`src/rtl/tff_ctr_pkg.sv`:
```
// tff_ctr_pkg: direction constants and the clamped modulo next-count function
package tff_ctr_pkg;

    localparam logic DIR_UP   = 1'b1;
    localparam logic DIR_DOWN = 1'b0;

    // 32-bit working width keeps the compares and the clamp free of overflow for any practical WIDTH
    function automatic logic [31:0] next_val(
        input logic [31:0] q,
        input logic        en,
        input logic        up,
        input logic        load,
        input logic [31:0] load_val,
        input logic [31:0] modulus
    );
        logic [31:0] last;
        last = modulus - 32'd1;
        if (load) return (load_val > last) ? last : load_val;
        if (!en) return q;
        if (up == DIR_UP) return (q == last) ? 32'd0 : q + 32'd1;
        return (q == 32'd0) ? last : q - 32'd1;
    endfunction

endpackage

```
`src/rtl/tff_cell.sv`:
```
// tff_cell: single T flip-flop, a D flop fed with t ^ q, async active-low reset
module tff_cell (
    input  logic clk,
    input  logic rst_n,
    input  logic t,
    output logic q
);

    // flip on t, clear asynchronously on reset
    always_ff @(posedge clk or negedge rst_n)
        if (!rst_n) q <= 1'b0;
        else q <= t ^ q;

endmodule

```
`src/rtl/tff_updown_counter.sv`:
```
// tff_updown_counter: modulo-N up/down counter whose state lives only in toggle cells
module tff_updown_counter
    import tff_ctr_pkg::*;
#(
    parameter int WIDTH   = 4,
    parameter int MODULUS = 16
) (
    input  logic             clk,
    input  logic             rst_n,
    input  logic             en,
    input  logic             up,
    input  logic             load,
    input  logic [WIDTH-1:0] load_val,
    output logic [WIDTH-1:0] q,
    output logic             tc,
    output logic             wrap_p
);

    localparam logic [WIDTH:0] LAST = (WIDTH+1)'(MODULUS - 1);

    logic [WIDTH-1:0] nxt;
    logic [WIDTH-1:0] t;

    // the cells only see which bits differ between the current and next count
    always_comb begin
        nxt = WIDTH'(next_val(32'(q), en, up, load, 32'(load_val), 32'(MODULUS)));
        t   = q ^ nxt;
        tc  = en & ~load & ((up == DIR_UP) ? ({1'b0, q} == LAST) : (q == '0));
    end

    for (genvar i = 0; i < WIDTH; i++) begin : g_cell
        tff_cell u_cell (
            .clk  (clk),
            .rst_n(rst_n),
            .t    (t[i]),
            .q    (q[i])
        );
    end

    // a wrap edge is any edge taken while tc is high
    always_ff @(posedge clk or negedge rst_n)
        if (!rst_n) wrap_p <= 1'b0;
        else wrap_p <= tc;

endmodule

```
`config.mk`:
```
export PLATFORM = sky130hd
export DESIGN_NAME = tff_updown_counter
export DESIGN_NICKNAME = d
export VERILOG_FILES = /design/src/rtl/tff_ctr_pkg.sv /design/src/rtl/tff_cell.sv /design/src/rtl/tff_updown_counter.sv
export SDC_FILE = /design/constraint.sdc
export NUM_CORES = 1
export LEC_CHECK = 0
export BUFFER_PORTS_ARGS = -buffer_cell sky130_fd_sc_hd__buf_2
export CAP_MARGIN = 25
export CORE_AREA = 2 2 39 41
export DETAILED_ROUTE_END_ITERATION = 10
export DIE_AREA = 0 0 41 43
export PLACE_DENSITY_LB_ADDON = 0.08
export SLEW_MARGIN = 0
export SYNTH_ARGS = -nofsm -noshare
export SYNTH_HDL_FRONTEND = slang
export SYNTH_HIERARCHICAL = 1
export SYNTH_SLANG_ARGS = --single-unit
```
`constraint.sdc`:
```
create_clock -name clk -period 3.75 [get_ports clk]
set_input_delay 0.75 -clock clk [delete_from_list [all_inputs] [get_ports clk]]
set_output_delay 0.75 -clock clk [all_outputs]
set_load 0.02 [all_outputs]
```
==> key figures <==
Timing
  • Max Freq: 430 MHz
  • RSZ-0062 raised after global routing: no
  • Setup WS post-layout: 1.42 ns
  • Skew final: 0.000590 ns
  • Worst hold slack: 0.314 ns
  • Final period util: 62.0%
  • Worst slew margin: 76.8%
  • Worst slew pin tran: 0.348 ns
  • Post-layout min period: 2.33 ns
  • Setup violations, final: 0
  • TNS Setup: 0 ns
  • Fin. Hold Viols: 0
  • Pins over their slew limit: 0

Power and ir drop
  • Total power: 0.450 mW
  • Pwr dens: 879 nW/um^2
  • Peak supply drop: 0.334 mV
  • Leak: 0.246 nW

Place
  • Gp weighted congestion: 0.837
  • Placed cell count: 75
  • DP Worst Slack: 1.52 ns
  • Post-detail-place hpwl: 762 microns
  • Dpl cell area: 485 sq um
  • Port bufs: 14

Worst setup path
  • Worst reg2reg path depth: 8
  • CP max stage cell: dfrtp_1
  • Worst Setup EP: tc
  • R2r setup slk: 1.83 ns
  • Critical path depth: 4
  • Startpoint types: flip-flop
  • Reg-to-reg startpoint: g_cell[0].u_cell/q
  • Data arrival time of the critical path: 1.58 ns
  • Reg-to-Reg End: g_cell[3].u_cell/q
  • CP Max Fanout: 9
  • Max incr delay on CP: 0.54 ns
  • CP bufs+invs: 1
  • Crit path kind: flip-flop to output pin
  • Worst path required time: 3.00 ns
  • CP startpoint: g_cell[1].u_cell/q
  • CP endpoint kind: output pin
  • Delay-heaviest family, CP: flip-flops
  • CP cell instances: ha_1 -> nand4_1 -> a21oi_1 -> buf_2

Final layout
  • Final Instance Area: 512 sq um
  • Fraction of layout cells with a size suffix above 1: 31.7%
  • Final Net Count: 75
  • Post-route insts no fill: 79
  • P&R area growth vs syn: 27.8%
  • Post-layout util: 37.0%
  • Ant diodes: 0

Routing
  • # DRC: 0
  • Drt pass-1 iters: 4
  • Initial DRC Count: 7
  • Via density: 5.19
  • Drt total wl: 975 microns
  • Vias: 410
  • DR WL/cell: 12.3 microns
  • Routed Antenna Nets: 0

Global routing
  • Largest net degree at the start of global routing: 11
  • GRT Residual Overflow: 0
  • GRT Overall Usage: 12.8%
  • Initial antenna violation count: 0
  • Vias in the first global route: 340
  • First-pass GRT wire length: 1470 microns

Synthesis
  • Cells after Synth: 46
  • Syn Area/Cell: 8.70 sq um
  • Mapped Nets: 57
  • Synth cell types: 24
  • Synth top area share: 31.3%
  • Synth area leader: dfrtp_1
  • Ys Warns: 6
  • Synth Cell Area: 400 sq um
  • Seq/Total Area, Yosys: 31.3%
  • Yosys reg bits: 5
  • Synth area leaders: dfrtp_1, xnor2_1, xor2_1

Clock tree
  • PostCTS Resize Cnt: 0
  • Worst-path clk slew: 0.04 ns
  • Post-CTS setup buffers: 0
  • Root buffer cell: clkbuf_4
  • Cts bufs inserted: 3
  • Htree depth: 1
  • Hold-fix buffers at CTS: 0
  • Worst-Skew Late Latency: 0.24 ns
  • Clock buffer depth: 2
  • CTS sink cnt: 5
  • CTS tree: yes

Floorplanning
  • DIE AREA: 1760 sq um
  • Die Ht: 43 microns
  • Die Width: 41 microns
  • Total I/O pin count: 15
  • Starting Density: 28.9%
  • # rows: 14
  • Core area: 1380 sq um

Outcome
  • Outcome: completed

Min path
  • Min-delay worst type: primary input to asynchronous set/reset pin

Job
  • # Max-Cap Violations: 0
[final cells by class]
cell class	count	area [sq um]
tap	16	20.0
sequential	5	125
multi-input combinational	35	251
inverter	5	18.8
fill	154	872
timing repair buffer	14	70.1
clock buffer	4	26.3
[logic make-up after synthesis]
| kind of cell | Yosys count | share of synthesized area [%] |
|---|---|---|
| buf+inv | 6 | 5.94 |
| simple gates | 8 | 10.0 |
| xor+xnor | 8 | 17.5 |
| fa+ha+maj | 2 | 6.25 |
| compound gates | 16 | 26.6 |
| flops | 5 | 31.3 |
| mux | 1 | 2.50 |
[placed cells by master, fill, tap and decap left out]
master,netlist,final
o22ai_1,2,2
xor2_1,4,4
nand4_1,1,1
clkbuf_4,0,3
inv_1,2,2
mux2i_1,1,1
nor2_1,3,3
clkbuf_1,0,1
nand2_1,1,1
ha_1,2,2
or4_1,1,1
o21ai_0,1,1
a21bo_1,1,1
a31oi_1,1,1
a221oi_1,2,2
a21oi_1,5,5
buf_2,1,14
dfrtp_1,5,5
nor2b_1,1,1
o21bai_1,1,1
nand3_1,1,1
o21ai_1,1,1
a21o_1,1,1
xnor2_1,4,4
a311o_1,1,1
inv_2,3,3
[worst min-delay path by stage]
| stage | start | end | slack (ns) | cells after the start |
|---|---|---|---|---|
| detailed placement | rst_n | g_cell[2].u_cell/q | 0.57 | 1 |
| finish | rst_n | g_cell[3].u_cell/q | 0.31 | 1 |
| global route | rst_n | g_cell[2].u_cell/q | 0.31 | 1 |
| floorplan | rst_n | g_cell[0].u_cell/q | 0.45 | 0 |
| global placement | rst_n | g_cell[3].u_cell/q | 0.57 | 1 |
| CTS | rst_n | g_cell[1].u_cell/q | 0.31 | 1 |
[power by group]
part	switching [mW]	internal [mW]	total [mW]	leakage [nW]
Combinational	0.134	0.116	0.251	0.171
Sequential	0.0583	0.0791	0.137	0.0606
Clock	0.0215	0.0402	0.0617	0.0150
Total	0.214	0.236	0.450	0.246
[sequential cells by signal (all words and copies together), names as in the netlist]
| name | count |
|---|---|
| g_cell.u_cell/q | 4 |
| wrap_p | 1 |
[synthesized netlist by cell type, drive strengths merged]
master,instances
nor2,3
nand3,1
nand2,1
a21oi,5
or4,1
a21bo,1
nor2b,1
o21ai,2
dfrtp,5
xnor2,4
buf,1
o22ai,2
a31oi,1
xor2,4
a311o,1
a21o,1
a221oi,2
inv,5
ha,2
nand4,1
o21bai,1
mux2i,1
[per-layer routing]
| metal | part of all wire, % | vias to the layer above | GRT usage (%) | routed length, microns |
|---|---|---|---|---|
| met4 | 0 | 0 | 10.0 | 0 |
| met2 | 51 | 13 | 18.1 | 500 |
| met3 | 5.5 | 0 | 3.14 | 54 |
| met1 | 43 | 197 | 15.6 | 421 |
| met5 | 0 | - | 0 | 0 |
| li1 | - | 200 | - | - |
Note: power is estimated with default switching activity, not from simulation.
